==> src/rtl/mmix_lsu_pkg.sv <==
// Shared types and helpers for the MMIX load/store engine.
// Holds the operation encoding, per-beat size codes and op decode functions.
// No logic of its own; imported by the engine and its alignment datapath.
package mmix_lsu_pkg;

  typedef enum logic [3:0] {
    OP_LDB,  OP_LDBU, OP_LDW,  OP_LDWU,
    OP_LDT,  OP_LDTU, OP_LDO,  OP_LDHT,
    OP_STB,  OP_STBU, OP_STW,  OP_STWU,
    OP_STT,  OP_STTU, OP_STO,  OP_STHT
  } lsu_op_t;

  localparam logic [1:0] SIZE_BYTE  = 2'd0;
  localparam logic [1:0] SIZE_WYDE  = 2'd1;
  localparam logic [1:0] SIZE_TETRA = 2'd2;
  localparam logic [1:0] SIZE_OCTA  = 2'd3;

  // Access size of the whole operation (high-tetra forms are tetra accesses).
  function automatic logic [1:0] op_size(lsu_op_t op);
    case (op)
      OP_LDB, OP_LDBU, OP_STB, OP_STBU: op_size = SIZE_BYTE;
      OP_LDW, OP_LDWU, OP_STW, OP_STWU: op_size = SIZE_WYDE;
      OP_LDO, OP_STO:                   op_size = SIZE_OCTA;
      default:                          op_size = SIZE_TETRA;
    endcase
  endfunction

  function automatic logic op_is_store(lsu_op_t op);
    logic [3:0] code;
    code = op;
    op_is_store = code[3];
  endfunction

  function automatic logic op_is_signed(lsu_op_t op);
    op_is_signed = (op == OP_LDB) || (op == OP_LDW) || (op == OP_LDT) ||
                   (op == OP_STB) || (op == OP_STW) || (op == OP_STT);
  endfunction

endpackage

==> src/rtl/mmix_lsu_align.sv <==
// Load extraction/extension, high-tetra shifting, store datum selection, overflow check.
// Latency: purely combinational, zero cycles.
// Backpressure: none; outputs follow inputs.
// Ports: op (operation), ld_raw (assembled right-justified load datum), st_src ($X),
//        ld_data (register result), st_data (right-justified store datum), st_overflow.
module mmix_lsu_align
  import mmix_lsu_pkg::*;
(
  input  lsu_op_t     op,
  input  logic [63:0] ld_raw,
  input  logic [63:0] st_src,
  output logic [63:0] ld_data,
  output logic [63:0] st_data,
  output logic        st_overflow
);

  logic [1:0] size;
  logic       sext;
  logic       is_high;

  always_comb begin
    size        = op_size(op);
    sext        = op_is_signed(op);
    is_high     = (op == OP_LDHT) || (op == OP_STHT);
    ld_data     = ld_raw;
    st_data     = st_src;
    st_overflow = 1'b0;
    case (size)
      SIZE_BYTE: begin
        ld_data     = {{56{sext & ld_raw[7]}}, ld_raw[7:0]};
        st_data     = {56'd0, st_src[7:0]};
        // Out of range when the value is not its own sign-extended low byte.
        st_overflow = sext && (st_src != {{56{st_src[7]}}, st_src[7:0]});
      end
      SIZE_WYDE: begin
        ld_data     = {{48{sext & ld_raw[15]}}, ld_raw[15:0]};
        st_data     = {48'd0, st_src[15:0]};
        st_overflow = sext && (st_src != {{48{st_src[15]}}, st_src[15:0]});
      end
      SIZE_TETRA: begin
        if (is_high) begin
          ld_data = {ld_raw[31:0], 32'd0};
          st_data = {32'd0, st_src[63:32]};
        end else begin
          ld_data     = {{32{sext & ld_raw[31]}}, ld_raw[31:0]};
          st_data     = {32'd0, st_src[31:0]};
          st_overflow = sext && (st_src != {{32{st_src[31]}}, st_src[31:0]});
        end
      end
      default: begin
        ld_data = ld_raw;
        st_data = st_src;
      end
    endcase
    // Signed decode also matches signed loads; overflow only means something for stores.
    if (!op_is_store(op)) st_overflow = 1'b0;
  end

endmodule

==> src/rtl/mmix_lsu_engine.sv <==
// MMIX load/store engine: one request in, one or two memory beats, one tagged response out.
// Latency: zero-wait memory gives strobe +1, response +2 (+3 for two-beat octa on a 32-bit bus).
// Backpressure: req_ready only in IDLE; responses are single-cycle pulses with no backpressure.
// Ports: req_* request handshake and fields, mem_* memory beat port (strobe held until
//        mem_done or timeout), resp_* writeback response valid for one cycle.
module mmix_lsu_engine
  import mmix_lsu_pkg::*;
#(
  parameter int BUS_W   = 64,
  parameter int TIMEOUT = 256,
  parameter int TAG_W   = 8
) (
  input  logic             clk,
  input  logic             reset,
  input  logic             req_valid,
  output logic             req_ready,
  input  lsu_op_t          req_op,
  input  logic [63:0]      req_addr,
  input  logic [63:0]      req_data,
  input  logic [TAG_W-1:0] req_tag,
  output logic [63:0]      mem_address,
  output logic [1:0]       mem_datasize,
  output logic             mem_read,
  output logic             mem_write,
  output logic [BUS_W-1:0] mem_writedata,
  input  logic [BUS_W-1:0] mem_readdata,
  input  logic             mem_done,
  output logic             resp_valid,
  output logic [TAG_W-1:0] resp_tag,
  output logic             resp_we,
  output logic [63:0]      resp_data,
  output logic             resp_overflow,
  output logic             resp_fault
);

  localparam int              CNT_W    = $clog2(TIMEOUT + 1);
  localparam logic [CNT_W-1:0] TMO_LAST = CNT_W'(TIMEOUT - 1);
  localparam bit              NARROW   = (BUS_W == 32);

  typedef enum logic [1:0] {S_IDLE, S_ISSUE, S_BEAT2, S_RESP} state_t;

  state_t           state, state_n;
  lsu_op_t          op_q;
  logic [63:0]      addr_q, data_q, rd_buf;
  logic [TAG_W-1:0] tag_q;
  logic             fault_q;
  logic [CNT_W-1:0] tmo_cnt;

  logic        accept, strobe, is_store, two_beat, timed_out;
  logic [1:0]  size_q;
  logic [63:0] aligned_addr, ld_data, st_data, wd64, rd64;
  logic        st_ovf;

  mmix_lsu_align u_align (
    .op          (op_q),
    .ld_raw      (rd_buf),
    .st_src      (data_q),
    .ld_data     (ld_data),
    .st_data     (st_data),
    .st_overflow (st_ovf)
  );

  always_comb begin
    accept    = (state == S_IDLE) && req_valid;
    strobe    = (state == S_ISSUE) || (state == S_BEAT2);
    is_store  = op_is_store(op_q);
    size_q    = op_size(op_q);
    two_beat  = NARROW && (size_q == SIZE_OCTA);
    timed_out = (tmo_cnt == TMO_LAST);
    rd64      = 64'(mem_readdata);
    // Low address bits below the access size are dropped, never faulted.
    case (op_size(req_op))
      SIZE_BYTE:  aligned_addr = req_addr;
      SIZE_WYDE:  aligned_addr = {req_addr[63:1], 1'b0};
      SIZE_TETRA: aligned_addr = {req_addr[63:2], 2'b0};
      default:    aligned_addr = {req_addr[63:3], 3'b0};
    endcase
    // Big-endian split: the first beat carries the high tetra.
    if (two_beat) begin
      wd64 = (state == S_BEAT2) ? {32'd0, st_data[31:0]} : {32'd0, st_data[63:32]};
    end else begin
      wd64 = st_data;
    end
  end

  always_ff @(posedge clk) begin
    if (reset) state <= S_IDLE;
    else       state <= state_n;
  end

  always_comb begin
    state_n       = state;
    req_ready     = 1'b0;
    mem_read      = 1'b0;
    mem_write     = 1'b0;
    mem_address   = 64'd0;
    mem_datasize  = SIZE_BYTE;
    mem_writedata = '0;
    resp_valid    = 1'b0;
    resp_tag      = '0;
    resp_we       = 1'b0;
    resp_data     = 64'd0;
    resp_overflow = 1'b0;
    resp_fault    = 1'b0;
    case (state)
      S_IDLE: begin
        req_ready = 1'b1;
        if (req_valid) state_n = S_ISSUE;
      end
      S_ISSUE, S_BEAT2: begin
        mem_read     = !is_store;
        mem_write    = is_store;
        mem_address  = (state == S_BEAT2) ? addr_q + 64'd4 : addr_q;
        mem_datasize = two_beat ? SIZE_TETRA : size_q;
        if (is_store) mem_writedata = BUS_W'(wd64);
        // A completing beat wins over a timeout reached in the same cycle.
        if (mem_done) begin
          state_n = (state == S_ISSUE && two_beat) ? S_BEAT2 : S_RESP;
        end else if (timed_out) begin
          state_n = S_RESP;
        end
      end
      S_RESP: begin
        resp_valid    = 1'b1;
        resp_tag      = tag_q;
        resp_fault    = fault_q;
        resp_overflow = st_ovf;
        resp_we       = !is_store && !fault_q;
        resp_data     = (!is_store && !fault_q) ? ld_data : 64'd0;
        state_n       = S_IDLE;
      end
      default: state_n = S_IDLE;
    endcase
  end

  always_ff @(posedge clk) begin
    if (reset) begin
      op_q    <= OP_LDB;
      addr_q  <= 64'd0;
      data_q  <= 64'd0;
      tag_q   <= '0;
      fault_q <= 1'b0;
      tmo_cnt <= '0;
      rd_buf  <= 64'd0;
    end else begin
      if (accept) begin
        op_q    <= req_op;
        addr_q  <= aligned_addr;
        data_q  <= req_data;
        tag_q   <= req_tag;
        fault_q <= 1'b0;
        tmo_cnt <= '0;
      end
      if (strobe) begin
        if (mem_done) begin
          // Restart the wait budget for the following beat, if any.
          tmo_cnt <= '0;
          if (two_beat && state == S_ISSUE) rd_buf[63:32] <= rd64[31:0];
          else if (two_beat)                rd_buf[31:0]  <= rd64[31:0];
          else                              rd_buf        <= rd64;
        end else if (timed_out) begin
          fault_q <= 1'b1;
        end else begin
          tmo_cnt <= tmo_cnt + CNT_W'(1);
        end
      end
    end
  end

endmodule

==> config.mk <==
export PLATFORM = sky130hd
export DESIGN_NAME = mmix_lsu_engine
export DESIGN_NICKNAME = d
export VERILOG_FILES = /design/src/rtl/mmix_lsu_pkg.sv /design/src/rtl/mmix_lsu_align.sv /design/src/rtl/mmix_lsu_engine.sv
export SDC_FILE = /design/constraint.sdc
export NUM_CORES = 1
export LEC_CHECK = 0
export ABC_AREA = 1
export CORE_ASPECT_RATIO = 1.75
export CORE_UTILIZATION = 34
export DETAILED_ROUTE_END_ITERATION = 6
export PLACE_DENSITY = 0.68
export REMOVE_ABC_BUFFERS = 1
export SYNTH_ARGS = -nofsm -noshare
export SYNTH_HDL_FRONTEND = slang
export SYNTH_SLANG_ARGS = --single-unit
export TNS_END_PERCENT = 10
==> constraint.sdc <==
create_clock -name clk -period 2.08 [get_ports clk]
set_input_delay 0.416 -clock clk [delete_from_list [all_inputs] [get_ports clk]]
set_output_delay 0.416 -clock clk [all_outputs]
set_load 0.05 [all_outputs]
---- Word-level counts from Yosys, hierarchy flattened ----
Memory sizes are Yosys's and may differ from the RTL's. A register that Yosys moved wholly into a read port is not among the register bits.
Cells that the tools add are included.
cells by class
  $add $sub $neg .......................... 2
  eq/ne operators ......................... 20
  mux-type cells .......................... 39
  bitwise operators ....................... 3
  reductions and logical operators ........ 21
operator list
  operator                                                         number
  64-bit 2-to-1 mux                                                7
  64-bit one-hot mux with 3 select lines                           2
  64-bit by 3-bit adder with 64-bit output, second input constant  1
  56-bit != test                                                   1
  48-bit != test                                                   1
  9-bit 2-to-1 mux                                                 4
  32-bit 2-to-1 mux                                                1
  32-bit != test                                                   1
  4-bit == test, second input constant                             4
  4-bit 2-to-1 mux                                                 4
  1-bit 2-to-1 mux                                                 13
  9-bit by 1-bit adder with 9-bit output, second input constant    1
  9-bit by 8-bit == test with 1-bit output, second input constant  1
  3-bit one-hot mux with 3 select lines                            1
  2-bit == test, second input constant                             4
  4-bit by 3-bit == test with 1-bit output, second input constant  2
  2-bit 2-to-1 mux                                                 4
  8-bit 2-to-1 mux                                                 1
  1-bit logical OR                                                 7
  2-bit by 1-bit == test with 1-bit output, second input constant  3
  2-bit logical NOT                                                3
  2-bit one-hot mux with 3 select lines                            1
  1-bit logical AND                                                5
  4-bit by 2-bit == test with 1-bit output, second input constant  1
  8 further kinds                                                  12
word-level totals
  flip-flop bits (word level) ............. 216
  ROM bits ................................ 96
  output and inout bits ................... 209
  memories ................................ 3
memories
  memory           depth  bits a word  read ports  clocked after memory_dff  write ports  RTL line            source
  (no name shown)  16     2            1           1                         0            mmix_lsu_pkg.sv:20  case (op)
  (no name shown)  16     2            1           0                         0            mmix_lsu_pkg.sv:20
  (no name shown)  16     2            1           1                         0            mmix_lsu_pkg.sv:20

---- Longest topological paths before layout ----
Gate-level depths: netlist (run 1).
  word-level depth ........................ 11
  gate-level depth with buffers ........... 12
  mapped depth without buffers ............ 12

---- Cells and area by module ----
Synthesis (run 1) repeated with hierarchy kept, for this count alone.
unflattened totals
  cell total of the unflattened synthesis .. 2361
  area, all modules ....................... 13669.4 µm²
by module, submodules not included
  module           times used  cells an instance  area each (µm²)  seq. area each (µm²)
  mmix_lsu_engine  1           1816               11259.5          4364.2
  mmix_lsu_align   1           545                2409.8           0.0

---- Worst setup path before layout (run 1) ----
OpenSTA, ideal clock, no wires.
  path type ............................... register to output
  start ................................... register state[1]
  end ..................................... output resp_data[62]
  data arrival time ....................... 2.845 ns
  data required time ...................... 1.664 ns
  setup slack ............................. -1.181 ns
  cell stages (with the launch flop) ...... 7
  path buffers ............................ 1
  cell sequence ........................... dfxtp_1 ha_1 nand2_1 inv_1 clkbuf_1 o21ai_0 a21oi_1
on the way
  cells in the longest elaborated chain, start to end .. 2
RTL lines
  item                      RTL line                source
  start: declaration        mmix_lsu_engine.sv:42   state_t state, state_n;
  start signal: assignment  mmix_lsu_engine.sv:88   else state <= state_n;
  2-bit == test             mmix_lsu_engine.sv:105  case (state)
  64-bit 2-to-1 mux         mmix_lsu_engine.sv:105
  end: declaration          mmix_lsu_engine.sv:31   output logic [63:0] resp_data,
Every way passes these cells.

---- Worst setup path after layout (run 1) ----
  start ................................... register state[0]
  end ..................................... output mem_address[60]
on the way
  cells in the longest elaborated chain, start to end .. 3
  elaborated cells between the ends (all ways) .. 5
RTL lines
  item                                                                              RTL line                                        source
  2-bit == test / 2-bit by 1-bit == test with 1-bit output (equally long branches)  mmix_lsu_engine.sv:105, mmix_lsu_engine.sv:113
  64-bit 2-to-1 mux / 2-bit OR reduction (equally long branches)                    mmix_lsu_engine.sv:113, mmix_lsu_engine.sv:105
  64-bit 2-to-1 mux *                                                               mmix_lsu_engine.sv:105
  end: declaration                                                                  mmix_lsu_engine.sv:21                           output logic [63:0] mem_address,
Mark *: on every way between the ends. The rest lies on a longest branch, timed or not.

==> results of run 1 <==
==> cell usage in the layout, fill, tap and decap left out, drive strengths merged, types with 27 or more instances in the layout <==
cell	netlist	layout
nand2	266	266
nand4	27	27
dfxtp	218	218
nand3	74	74
buf	30	521
inv	147	147
o21ai	307	307
a21oi	165	165
clkbuf	81	31
clkdlybuf4s50	0	207
nor2	544	544
==> cells in the mapped netlist (all sizes together) <==
library cell,number,area share
ha,6,0.0062
xnor2,5,0.0036
nand3,74,0.034
inv,147,0.045
nor2,544,0.18
o211ai,1,0.00062
o31ai,1,0.0017
buf,30,0.013
o21a,7,0.0043
and2,3,0.0015
and2b,1,0.00062
dfxtp,218,0.36
nand2,266,0.084
nand3b,2,0.0012
a211oi,3,0.0018
a21oi,165,0.069
o32ai,15,0.011
a31oi,4,0.0021
clkinv,1,0.00031
a21boi,2,0.0012
xor2,5,0.0036
o21ai,307,0.13
nor3,26,0.012
nor3b,2,0.0012
nand4,27,0.016
or2,1,0.00051
clkbuf,81,0.026
==> state kept, by name (all words and copies together) (netlist names), 2 cells and up <==
name,flops
u_align.size,2
state,2
op_q,4
addr_q,64
rd_buf,64
data_q,64
tag_q,8
tmo_cnt,9
==> power by group <==
group          internal [mW]  switching (mW)  total [mW]
Clock                   2.56            1.84        4.40
Sequential              5.25           0.865        6.12
Combinational           4.65            6.38        11.0
==> critical path, stage by stage (launching register included) <==
cell and delay [ns]:
dfxtp_2 0.33, inv_2 0.07, ha_4 0.17, nand2_2 0.08, nor2_4 0.14, nand3_4 0.10, inv_4 0.08, nand2_4 0.05
nor2_4 0.27, nand3_2 0.12, buf_4 0.15, nor2_2 0.11, nor2_2 0.07, buf_12 0.14
==> metrics by stage <==
stage	TNS [ns]	hold slack, ns	power [mW]
floorplan	-798.27	0.427	10.6
global placement	-24.90	0.441	15.9
detailed placement	-28.66	0.456	16.0
CTS	-100.17	0.468	21.1
global route	-111.03	0.496	22.6
finish	-95.31	0.473	21.6
==> logic make-up (layout without fill, tap and decap cells) <==
| logic type | after synthesis | count (layout) | share of synthesized area |
|---|---|---|---|
| compound gates | 505 | 505 | 0.217 |
| xor+xnor | 10 | 10 | 0.00718 |
| fa+ha+maj | 6 | 6 | 0.00615 |
| buf+inv | 259 | 917 | 0.0843 |
| flops | 218 | 218 | 0.358 |
| other cells | 0 | 10 | 0 |
| simple gates | 946 | 946 | 0.328 |
==> timing repair <==
action | 4_1_cts | 5_1_grt
gates cloned | 0 | 1
setup endpoints to repair | 243 | 263
buffers inserted | 10 | 8
pin swaps | 44 | 38
gates resized for setup | 313 | 209
==> cell type report <==
class | instances | area [µm²]
clock buffer | 30 | 642
timing repair buffer | 729 | 8490
fill | 3011 | 12400
tap | 465 | 582
clock inverter | 10 | 146
antenna | 10 | 25.0
inverter | 148 | 578
sequential | 218 | 4430
multi-input combinational | 1467 | 8030
==> final timing paths <==
| kind | start | end | slack [ns] | cells past startpoint |
|---|---|---|---|---|
| setup / recovery | state[0] | mem_address[60] | -0.77 | 13 |
| hold / removal | tmo_cnt[8] | tmo_cnt[8] | 0.47 | 2 |
| setup reg to reg | state[0] | rd_buf[8] | 0.05 | 11 |
| hold reg to reg | tmo_cnt[8] | tmo_cnt[8] | 0.47 | 2 |
==> routing by layer <==
layer	vias to the layer above	GRT usage	part of all wire
met5	-	0	0
met4	0	0.266	0.093
met3	217	0.0527	0.055
met2	685	0.620	0.52
met1	7390	0.294	0.33
li1	7642	-	-
==> flow_metrics.tcl, run 1 <==
set metrics [dict create \
    status "finished with violations" \
    violations "negative setup slack" \
    dpl_cell_area_um2 20300 \
    final.setup.worst_slack_ns -0.766 \
    hold_path_class "register to register" \
    ys_seq_area_frac 0.358 \
    antenna_found_initial 10 \
    start_util 0.346 \
    post-place-ws_ns -0.429 \
    fin_util 0.649 \
    htree_levels 1 \
    slew_headroom 0.670 \
    power.density_nw_per_um2 940 \
    grt-ovfl-total 0 \
    ys_ff_latch 218 \
    hold_viol 0 \
    cts.sinks 218 \
    drt-vias-per-instance 5.18 \
    place.gp.congestion 0.996 \
    ant_nets 0 \
    route.detailed.wl_per_inst_um 19.8 \
    rsz0062_at_grt "yes" \
    path_clk_slew_ns 0.07 \
    fin_skew_ns 0.00655 \
    drc_errors 0 \
    numPortBuffers 416 \
    worst_slew_pin_slew_ns 0.490 \
    criticalPathCategory "register to output port" \
    grt_util_all_layers 0.322 \
    dp_hpwl_mm 47.3 \
    p_leak_nw 8.97 \
    fin_cells 3077 \
    fp.dieArea_um2 36700 \
    syn_area_per_cell_um2 6.28 \
    post-route-cell-area_um2 22900 \
    die_h_um 253 \
    grt_pass1_vias 16100 \
    drt_wl_total_mm 61.0 \
    cts_buffer_depth 3 \
    fmax_mhz 351 \
    core_um2 35300 \
    area_growth_pct 87.8 \
    dr.pass1.iters 5 \
    dp_cells 3012 \
    synth_cell_types 44 \
    cts_tree "done" \
    worstPathMaxFanout 6 \
    clock_tree.root_cell "clkbuf_16" \
    final_nets 2801 \
    pin_count 417 \
    rows 91 \
    drive_above_1_share 0.356 \
    critPathCaptureType "output port" \
    setup_violations 198 \
    grt_max_degree 78 \
    syn-cell-area_um2 12200 \
    clk_latency_ns 0.52 \
    postCtsHoldBufs 0 \
    maxSlewViolCount 0 \
    critical_path_required_ns 1.66 \
    drt_iter0_markers 802 \
    startpoint_type "register" \
    cap_violations 0 \
    crit_arrival_ns 2.43 \
    num_vias 15900 \
    fp.dieW_um 145 \
    cts_made_buffers 23 \
    ir_worst_vdd_mv 0.630 \
    min_period_over_period 1.37 \
    syn-instance-count 1944 \
    period_minus_slack_ns 2.85 \
    grt_pass1_wl_mm 90.4 \
    yosys_warnings 0 \
]
Note: power is estimated with default switching activity, not from simulation.
==> run 2, diff against run 1 <==
--- a/config.mk
+++ b/config.mk
@@ -7,9 +7,9 @@
 export LEC_CHECK = 0
 export ABC_AREA = 1
 export CORE_ASPECT_RATIO = 1.75
-export CORE_UTILIZATION = 34
+export CORE_UTILIZATION = 40
 export DETAILED_ROUTE_END_ITERATION = 6
-export PLACE_DENSITY = 0.68
+export PLACE_DENSITY = 0.78
 export REMOVE_ABC_BUFFERS = 1
 export SYNTH_ARGS = -nofsm -noshare
 export SYNTH_HDL_FRONTEND = slang
==> flow_metrics.tcl, run 2 (synthesis gave the netlist of run 1 again) <==
set metrics [dict create \
    hold_path_class "register to register" \
    dr.pass1.iters 7 \
    violations "negative setup slack" \
    grt_pass1_wl_mm 90.1 \
    mostFrequentLayoutCell "nor2_1" \
    comb_power_share 0.504 \
    p_clk_frac 0.212 \
    p_switching_mw 9.08 \
    worstPathMaxFanout 6 \
    grt_util_all_layers 0.380 \
    die_h_um 233 \
    clk_latency_ns 0.53 \
    cap_violations 0 \
    cts.sinks 218 \
    p_seq_frac 0.284 \
    holdWs_ns 0.469 \
    fin_util 0.746 \
    core_um2 30100 \
    numPortBuffers 416 \
    r2r_slack_ns 0.06 \
    cts_made_buffers 23 \
    slew_headroom 0.663 \
    setup_violations 198 \
    drt_wl_total_mm 60.8 \
    drc_errors 0 \
    maxSlewViolCount 0 \
    final_nets 2780 \
    final.setup.worst_slack_ns -0.796 \
    grt_max_degree 77 \
    rsz0062_at_grt "yes" \
    pin_count 417 \
    critPathCaptureType "output port" \
    p_leak_nw 8.82 \
    crit_arrival_ns 2.46 \
    power_mw 21.5 \
    critical_path_required_ns 1.66 \
    switching_share 0.422 \
    start_util 0.406 \
    multi_input_area_um2 7880 \
    status "finished with violations" \
    final_cell_mix "nor2_1 (436), o21ai_0 (272), buf_4 (261)" \
    criticalPathCategory "register to output port" \
    period_minus_slack_ns 2.88 \
    rows 84 \
    grt-ovfl-total 0 \
    area_growth_pct 83.8 \
    dp_hpwl_mm 44.8 \
    seqCellArea_um2 4390 \
    worst_slew_pin_slew_ns 0.501 \
    ir_worst_vdd_mv 0.739 \
    fp.dieArea_um2 31200 \
    drive_above_1_share 0.326 \
    antenna_found_initial 4 \
    ant_nets 0 \
    startpoint_type "register" \
    hold_viol 0 \
    nFillCells 2272 \
    min_period_over_period 1.38 \
    htree_levels 1 \
    fmax_mhz 348 \
    power.density_nw_per_um2 960 \
    grt_pass1_vias 16200 \
    drt-vias-per-instance 5.48 \
    clock_tree.root_cell "clkbuf_16" \
    place.gp.congestion 1.06 \
    reg_top3 "addr_q (64), data_q (64), rd_buf (64)" \
    fp.dieW_um 134 \
    drt_iter0_markers 1023 \
    route.detailed.wl_per_inst_um 20.4 \
    fin_skew_ns 0.00625 \
    num_vias 16300 \
    cts_tree "done" \
    path_clk_slew_ns 0.07 \
    cts_buffer_depth 3 \
    internal_power_mw 12.4 \
]
run 2: cell types whose count changed in the layout (fill, tap and decap cells not counted), sizes merged:
cell | before | now
bufbuf | 0 | 1
buf | 521 | 499
diode | 10 | 4
bufinv | 3 | 4
inv | 147 | 149
clkinv | 7 | 6
clkinvlp | 1 | 2
clkbuf | 31 | 30
run 2: layer usage:
layer  wire [µm]  track usage  vias to the layer above  share of wire
met4        5690        0.319                        0          0.094
met5           0            0                        -              0
met2       31500        0.710                      890           0.52
met1       19200        0.346                     7531           0.32
met3        4410       0.0809                      281          0.073
li1            -            -                     7605              -
run 2: critical path, stage by stage, from the launching register on:
cell     delay (ns)
dfxtp_2        0.32
inv_2          0.07
ha_4           0.16
buf_6          0.11
nand2_4        0.06
nor2_4         0.18
nand3_4        0.12
inv_4          0.09
nand2_4        0.06
nor2_4         0.21
buf_4          0.16
o21ai_2        0.05
a21oi_2        0.17
buf_12         0.16
run 2: cell type report:
cell class / instances / area share
repair buffers: 708 / 0.368
multi-input cells: 1467 / 0.351
flip-flops and latches: 218 / 0.196
clock buffers: 29 / 0.0285
inverters: 148 / 0.0258
well taps: 387 / 0.0216
clock inverters: 13 / 0.00809
diodes: 4 / 0.000446
run 2: worst paths after layout:
path	startpoint	endpoint	cells after the start
min	tmo_cnt[8]	tmo_cnt[8]	2
max reg2reg	state[1]	tmo_cnt[6]	13
max	state[0]	mem_address[36]	13
min reg2reg	tmo_cnt[8]	tmo_cnt[8]	2
run 2: what timing repair did:
action / in CTS / in global routing
hold buffers: 0 / 0
setup endpoints to repair: 210 / 216
gates cloned: 3 / 0
pin swaps: 51 / 15
buffers inserted: 10 / 4
gates resized for setup: 338 / 77
run 2: per-stage QoR:
stage | setup TNS (ns) | cell area (µm²) | instances | setup slack [ns]
after floorplan | -798.27 | 11700 | 1833 | -4.23
after global placement | -12.42 | 20000 | 2913 | -0.289
after detailed placement | -16.83 | 20000 | 2913 | -0.351
after CTS | -96.27 | 22100 | 2966 | -0.748
after global routing | -113.71 | 22400 | 2974 | -0.879
final | -98.83 | 22400 | 2974 | -0.796
run 2: power by group through the flow:
stage | clock network [mW] | logic, mW | registers, mW
final | 4.56 | 10.8 | 6.12
after global routing | 4.74 | 11.5 | 6.22
after CTS | 4.58 | 10.6 | 6.05
after detailed placement | 0 | 9.68 | 6.07
after global placement | 0 | 9.55 | 6.02
after floorplan | 0 | 4.73 | 5.89
==> run 3, diff against run 2 <==
--- a/config.mk
+++ b/config.mk
@@ -6,6 +6,7 @@
 export NUM_CORES = 1
 export LEC_CHECK = 0
 export ABC_AREA = 1
+export ABC_CLOCK_PERIOD_IN_PS = 2080
 export CORE_ASPECT_RATIO = 1.75
 export CORE_UTILIZATION = 40
 export DETAILED_ROUTE_END_ITERATION = 6
==> results of run 3 <==
The final DEF is identical to that of run 2; final timing and power are the same.
